$ cat config.mk
export PLATFORM = sky130hd
export DESIGN_NAME = inst_fetch
export DESIGN_NICKNAME = d
export VERILOG_FILES = /design/src/rtl/inst_fetch.sv
export SDC_FILE = /design/constraint.sdc
export NUM_CORES = 1
export LEC_CHECK = 0
export ABC_AREA = 1
export CAP_MARGIN = 20
export CORE_MARGIN = 8
export CORE_UTILIZATION = 55
export CTS_CLUSTER_SIZE = 24
export DETAILED_ROUTE_END_ITERATION = 10
export DONT_BUFFER_PORTS = 1
export PLACE_DENSITY_LB_ADDON = 0.2
export SLEW_MARGIN = 20
export SYNTH_ARGS = -nofsm -noshare
export SYNTH_HDL_FRONTEND = slang
export SYNTH_SLANG_ARGS = --single-unit
$ cat constraint.sdc
create_clock -name clk -period 2.6 [get_ports clk]
set_clock_uncertainty 0.05 [all_clocks]
set_input_delay 0.13 -clock clk [delete_from_list [all_inputs] [get_ports clk]]
set_output_delay 0.13 -clock clk [all_outputs]
set_load 0.01 [all_outputs]
$ cat src/rtl/inst_fetch.sv
// Instruction fetch stage: PC register, BOOT/RUN/HALT control and IF/ID pipeline register.
// Optional misaligned-redirect trap compiled in with INST_FETCH_ALIGN_CHECK_EN.
module inst_fetch #(
    parameter logic [31:0] RESET_PC = 32'h0000_0000,
    parameter logic [31:0] PC_STEP  = 32'd4
) (
    input  logic        clk,
    input  logic        rst,
    output logic [31:0] addr,
    input  logic [31:0] Inst,
    input  logic        stall,
    input  logic        br_taken,
    input  logic [31:0] br_target,
    output logic [31:0] if_inst,
    output logic [31:0] if_pc,
    output logic        if_valid,
    output logic        err
);

    localparam logic [1:0] ST_BOOT = 2'd0;
    localparam logic [1:0] ST_RUN  = 2'd1;
    localparam logic [1:0] ST_HALT = 2'd2;

    logic [1:0]  r_state;
    logic [31:0] r_pc;
    logic [31:0] r_ifInst;
    logic [31:0] r_ifPc;
    logic        r_ifValid;

    logic [1:0]  w_stateNext;
    logic [31:0] w_pcNext;
    logic [31:0] w_ifInstNext;
    logic [31:0] w_ifPcNext;
    logic        w_ifValidNext;
    logic        w_misaligned;
    logic [31:0] w_brAligned;
    logic        w_trap;

    // Low two target bits are dropped so a redirect always lands on a word boundary.
    assign w_brAligned = br_target & 32'hFFFF_FFFC;

`ifdef INST_FETCH_ALIGN_CHECK_EN
    assign w_misaligned = |br_target[1:0];
`else
    assign w_misaligned = 1'b0;
`endif

    assign w_trap = (r_state == ST_RUN) && br_taken && w_misaligned;

    always_comb begin
        w_stateNext   = r_state;
        w_pcNext      = r_pc;
        w_ifInstNext  = r_ifInst;
        w_ifPcNext    = r_ifPc;
        w_ifValidNext = r_ifValid;
        case (r_state)
            ST_BOOT: begin
                w_stateNext = ST_RUN;
            end
            ST_RUN: begin
                // A redirect flushes the IF/ID register and wins over a stall.
                if (br_taken) begin
                    w_ifValidNext = 1'b0;
                    if (w_misaligned) begin
                        w_stateNext = ST_HALT;
                    end else begin
                        w_pcNext = w_brAligned;
                    end
                end else if (!stall) begin
                    w_ifInstNext  = Inst;
                    w_ifPcNext    = r_pc;
                    w_ifValidNext = 1'b1;
                    w_pcNext      = r_pc + PC_STEP;
                end
            end
            ST_HALT: begin
                w_ifValidNext = 1'b0;
            end
            default: begin
                w_stateNext   = ST_BOOT;
                w_ifValidNext = 1'b0;
            end
        endcase
    end

    always_ff @(posedge clk or posedge rst) begin
        if (rst) begin
            r_state   <= ST_BOOT;
            r_pc      <= RESET_PC;
            r_ifInst  <= 32'h0;
            r_ifPc    <= 32'h0;
            r_ifValid <= 1'b0;
        end else begin
            r_state   <= w_stateNext;
            r_pc      <= w_pcNext;
            r_ifInst  <= w_ifInstNext;
            r_ifPc    <= w_ifPcNext;
            r_ifValid <= w_ifValidNext;
        end
    end

`ifdef INST_FETCH_ALIGN_CHECK_EN
    logic r_err;

    // Sticky until reset; only a trapped redirect can raise it.
    always_ff @(posedge clk or posedge rst) begin
        if (rst) begin
            r_err <= 1'b0;
        end else if (w_trap) begin
            r_err <= 1'b1;
        end
    end

    assign err = r_err;
`else
    logic w_trapUnused;
    assign w_trapUnused = w_trap;
    assign err          = 1'b0;
`endif

    assign addr     = r_pc;
    assign if_inst  = r_ifInst;
    assign if_pc    = r_ifPc;
    assign if_valid = r_ifValid;

endmodule

## Word-level counts from Yosys, hierarchy flattened

Index checks and enable logic that the tools add are counted.
Widths: inputs -> output; s select.

| operators by class | value |
|---|---|
| add/subtract/negate cells | 1 |
| multiply operators | 0 |
| div/mod/pow operators | 0 |
| magnitude comparators | 0 |
| eq/ne operators | 4 |
| shift operators | 0 |
| multiplexer cells | 6 |
| bitwise logic cells | 3 |
| reduce and logical (&&, ||, !) cells | 5 |

Operators with widths:

| operator | number |
|---|---|
| $mux 32 | 2 |
| $add 32x3->32 const B | 1 |
| $pmux 2 s2 | 1 |
| $reduce_and 2->1 | 2 |
| $ne 3x3->1 const B | 1 |
| $not 1->1 | 3 |
| $reduce_and 3->1 | 1 |
| $eq 2x1->1 const B | 1 |
| $eq 2x2->1 const B | 1 |
| $logic_not 2->1 | 1 |
| $mux 1 | 2 |
| $ne 2x1->1 const B | 1 |
| $pmux 1 s2 | 1 |
| $reduce_or 2->1 | 1 |

| storage, ports and cells | value |
|---|---|
| register bits | 99 |
| bits in latches | 0 |
| RAM bits | 0 |
| ROM bits | 0 |
| input port bits | 68 |
| output and inout bits | 98 |
| logic and storage cells | 24 |
| memories kept | 0 |

## Depth between registers and ports, before layout

| logic depth | value |
|---|---|
| depth in word-level cells | 3 |
| gate-level depth with buffers | 11 |
| gate-level depth less buffers | 11 |

## Worst setup path after synthesis

Ideal clock, no wire load.

| path | value |
|---|---|
| path kind | reg2reg |
| start | register r_pc[3], in the netlist addr[3] |
| end | register r_pc[18], in the netlist addr[18] |
| library setup time | 0.113 ns |
| data arrival time | 1.430 ns |
| required time | 2.437 ns |
| setup slack | 1.007 ns |
| cell stages (with the launch flop) | 11 |
| buffers on the path | 0 |
| clock period less this slack | 1.593 ns |
| path through | dfrtp_1 -> ha_1 -> nand2_1 -> nor2_1 -> nand2_2 -> nor2_2 -> inv_1 -> o21ai_1 -> nand2_1 -> nand2_1 -> inv_1 |

| on the way | value |
|---|---|
| cells in the longest elaborated chain, start to end | 3 |

RTL lines:

| item | line | RTL |
|---|---|---|
| start: declaration | 25 | `logic [31:0] r_pc;` |
| start signal: assignment | 95 | `r_pc <= w_pcNext;` |
| $add 32x3->32 | 73 | `w_pcNext = r_pc + PC_STEP;` |
| $mux 32 | 69 | `end else if (!stall) begin` |
| $mux 32 | 62 | `if (br_taken) begin` |

No other way between the ends. The select of a mux whose other input is x is not followed.
A chain may end at the register's enable or synchronous reset.

## Final worst setup path

Ends and elaborated chain as after synthesis.

==> results_tabular.tex <==
\begin{tabular}{lr}
\hline
Metric & Value \\
\hline
\multicolumn{2}{l}{\textbf{Floorplan}} \\
DIE WIDTH & approximately 110 um \\
Die boundary height & around 110 um \\
Boundary pin count & between 150 and 200 \\
Effective utilization at floorplan & 56.6\% \\
DIE AREA & around 12,000 um\^{}2 \\
Core area & 8220 um\^{}2 \\
Std cell rows & 33 \\
\multicolumn{2}{l}{\textbf{Route}} \\
Detailed Route WL & roughly 13 mm \\
Vias after detailed routing & about 4,000 \\
Pre-antenna DRT Iters & 5 \\
DRC & 0 \\
Met3 routed WL & approximately 1.7 mm \\
Met1 routed wirelength after detailed routing & 5.00 mm \\
Number of nets with antenna violations after routing & 0 \\
Average wire per cell in the routed design & roughly 18 um \\
Drt first-iter violations & roughly 370 \\
DR vias/cell & between 5 and 6 \\
Highest routing layer actually used & met4 \\
Routed length on met2 & around 6 mm \\
\multicolumn{2}{l}{\textbf{Critical path}} \\
Kind of critical path & reg -> reg \\
Critical Path Start & addr[3] \\
Arrival time at the worst endpoint & 2.25 ns \\
Crit path required time & roughly 2.8 ns \\
Critical-path top delay cell & sky130\_fd\_sc\_hd\_\_dfrtp\_1 \\
Crit start category & register \\
Launching point of the worst reg2reg path & addr[3] \\
Maximum fanout count along the critical path & 7 \\
Crit-path leading delay family & simple AND/OR/NAND/NOR gates \\
CP dominant cell by count & sky130\_fd\_sc\_hd\_\_nand2\_1 \\
CP endpoint kind & register \\
Delay of the slowest cell on the worst path & 0.51 ns \\
Worst path buffer plus inverter count & 2 \\
Cells traversed along the worst timing path & ha\_1, nand2\_1, nor2\_1, nand2\_2, nor2\_2, inv\_1, o21ai\_1, nand2\_1, nand2\_1, inv\_1 \\
\multicolumn{2}{l}{\textbf{Cells and area}} \\
Area growth from synthesis to layout & 19.4\% \\
Filler-free cell count of the finished design & approximately 740 \\
Final core utilization & about two thirds \\
Sequential cell area & roughly 2400 um\^{}2 \\
Post-layout net count & between 600 and 700 \\
Fill cell count & 672 \\
Footprint of the multi-input gates & between 2000 and 2500 um\^{}2 \\
Ratio of cells with drive above 1 in the final layout & between 4 and 5\% \\
\multicolumn{2}{l}{\textbf{Global route}} \\
Antenna violations before repair & 1 \\
Maximum number of pins on one net before global-route repair & 64 \\
Global-route congestion overflow total & 0 \\
Via count of the first global-routing pass & slightly below 4,000 \\
Total global-route track usage & $\sim$23\% \\
Wire length of the first global-routing pass & between 20 and 25 mm \\
\multicolumn{2}{l}{\textbf{Power}} \\
Clock share of power & between 20\% and 30\% \\
Switching fraction of total power & 34.5\% \\
Proportion of power drawn by flip-flops and latches & roughly 56\% \\
Pwr Density & about 700 nW/um\^{}2 \\
Total power after layout & 3.89 mW \\
Switching pwr & between 1 and 1.5 mW \\
Highest ir drop seen on vdd & around 0.40 mV \\
Internal Dissipation & $\sim$2.5 mW \\
Lkg Pwr & between 2 and 3 nW \\
Portion of total power attributed to combinational logic & around 17\% \\
\multicolumn{2}{l}{\textbf{Synth}} \\
Largest cells by area after synthesis & sky130\_fd\_sc\_hd\_\_dfrtp\_1 51\%, sky130\_fd\_sc\_hd\_\_nand2\_1 14\%, sky130\_fd\_sc\_hd\_\_mux2\_1 8.7\% \\
Synth Warn \# & 0 \\
Asr flop ratio synth & 100\% \\
Library cell occupying the most area in the post-synthesis netlist & sky130\_fd\_sc\_hd\_\_dfrtp\_1 \\
Synth cell count leaders & 176 x sky130\_fd\_sc\_hd\_\_nand2\_1, 94 x sky130\_fd\_sc\_hd\_\_dfrtp\_1, 68 x sky130\_fd\_sc\_hd\_\_nor2\_1 \\
Synth Instances & 572 \\
Most common cell in the synthesized netlist & sky130\_fd\_sc\_hd\_\_nand2\_1 \\
Share of the synthesized area in the top cell type & around half \\
Synth cell types & 28 \\
Yosys reg bits & 94 \\
Sequential cell area fraction in the yosys report & around half \\
Synth Flop Type & sky130\_fd\_sc\_hd\_\_dfrtp\_1 \\
Number of flops mapped to enable cells by yosys & 0 \\
Mean Syn Cell Area & between 8 and 9 um\^{}2 \\
Post-synthesis instance area & about 4600 um\^{}2 \\
\multicolumn{2}{l}{\textbf{Clock tree}} \\
Htree depth & 3 \\
Clock root buffer master & sky130\_fd\_sc\_hd\_\_clkbuf\_8 \\
Number of sinks driven by the clock tree & 94 \\
Clock Latency Late Sink & $\sim$0.37 ns \\
Clock tree from TritonCTS & done \\
Clock-pin transition on the worst setup and hold timing paths & around 0.09 ns \\
Clock buffers created by TritonCTS & 9 \\
Worst-case clock buffer depth & 2 \\
\multicolumn{2}{l}{\textbf{STA}} \\
Final-report hold violation count & 0 \\
Transition time of the tightest slew-check pin & about 0.69 ns \\
Total Negative Setup Slacks & 0 ns \\
Slew Limit Headroom & about 54\% \\
Final setup margin & 0.565 ns \\
Final setup fails & 0 \\
Min Tclk post-route & a little over 2 ns \\
Period utilisation layout & between 70\% and 80\% \\
Maximum clock rate & slightly below 500 MHz \\
RSZ-0062 raised after global routing & false \\
Max-slew violation total from the final report & 0 \\
\multicolumn{2}{l}{\textbf{Min path}} \\
Worst hold path class & in -> reg \\
Startpoint of the worst hold path & br\_target[16] \\
\multicolumn{2}{l}{\textbf{Place}} \\
GP Congestion & roughly 0.88 \\
Placed instance count & 660 \\
Detailed placement HPWL & 9.28 mm \\
Dpl ws & 0.674 ns \\
Number of port buffers & 0 \\
\multicolumn{2}{l}{\textbf{Run}} \\
Count of maximum capacitance violations & 0 \\
\multicolumn{2}{l}{\textbf{Status}} \\
Result of the run & complete, no violations \\
\hline
\end{tabular}
==> layout make-up <==
class | instances | share of cell area, %
timing repair buffer | 66 | 11.9
antenna | 1 | 0.0451
sequential | 94 | 42.4
multi-input combinational | 407 | 36.0
clock buffer | 9 | 2.23
clock inverter | 6 | 1.67
tap | 105 | 2.37
inverter | 49 | 3.38
==> registers in the layout, indices dropped and copies added (netlist names) <==
| name | flops |
|---|---|
| if_valid | 1 |
| r_state | 1 |
| if_inst | 32 |
| addr | 30 |
| if_pc | 30 |
==> stage by stage <==
stage               hold slack, ns  instance area [um^2]
global placement            0.0597                  4720
detailed placement          0.0715                  4720
global route                0.0280                  5550
CTS                        0.00107                  5550
floorplan                    0.212                  4670
finish                     0.00455                  5550
==> path summary, 6_finish.rpt <==
| check | to | slack, ns | cells after the start |
|---|---|---|---|
| setup / recovery | addr[18] | 0.56 | 10 |
| hold reg to reg | if_pc[21] | 0.51 | 2 |
| setup reg to reg | addr[18] | 0.56 | 10 |
| min in group asynchronous | if_inst[20] | 0.28 | 2 |
| hold / removal | addr[16] | 0.005 | 4 |
| max in group asynchronous | r_state[0] | 1.50 | 3 |
==> layer usage <==
| metal | global-route usage, % | vias to the layer above |
|---|---|---|
| met5 | 0 | - |
| met4 | 7.53 | 0 |
| met1 | 27.0 | 1828 |
| met3 | 9.34 | 27 |
| li1 | - | 1920 |
| met2 | 36.5 | 225 |
==> power by group through the flow <==
stage,Combinational (mW),Clock (mW),Sequential (mW)
final,0.646,1.07,2.17
after global placement,0.538,0,2.20
after CTS,0.644,1.09,2.18
after global routing,0.745,1.15,2.22
after floorplan,0.458,0,2.08
after detailed placement,0.562,0,2.21
==> placed cells by master (no fill, tap or decap), drive strengths merged <==
master / synthesis / routed
nand2: 179 / 179
dfrtp: 94 / 94
nor2: 71 / 71
dlygate4sd3: 0 / 61
o21ai: 52 / 52
inv: 49 / 50
mux2: 36 / 36
nand3: 30 / 30
a21oi: 22 / 22
clkbuf: 10 / 9
conb: 2 / 6
buf: 16 / 5
clkinvlp: 0 / 3
and2: 3 / 3
a22oi: 2 / 2
bufinv: 0 / 2
diode: 0 / 1
a31oi: 1 / 1
o22ai: 1 / 1
nand3b: 1 / 1
nor3: 1 / 1
nand4: 1 / 1
ha: 1 / 1
==> cells by family after synthesis <==
| group | Yosys count | share of synthesized area [%] |
|---|---|---|
| AOI/OAI and AO/OA | 78 | 8.64 |
| adders and majority gates | 1 | 0.269 |
| buffers and inverters | 75 | 6.84 |
| DFF | 94 | 50.6 |
| muxes | 36 | 8.72 |
| other | 2 | 0.162 |
| and+or+nand+nor | 286 | 24.8 |
==> worst min-delay path: cells and delay by family <==
family          cells  cell delay (ns)
simple gates        3             0.19
compound gates      1             0.06
==> repair_timing <==
action / CTS / global route
endpoints found under the hold margin: 90 / 0
hold buffers: 61 / 0
resized for setup: 0 / 0
setup endpoints to repair: 0 / 0
buffers inserted: 0 / 0
No activity file was read; power rests on OpenSTA's default activity.
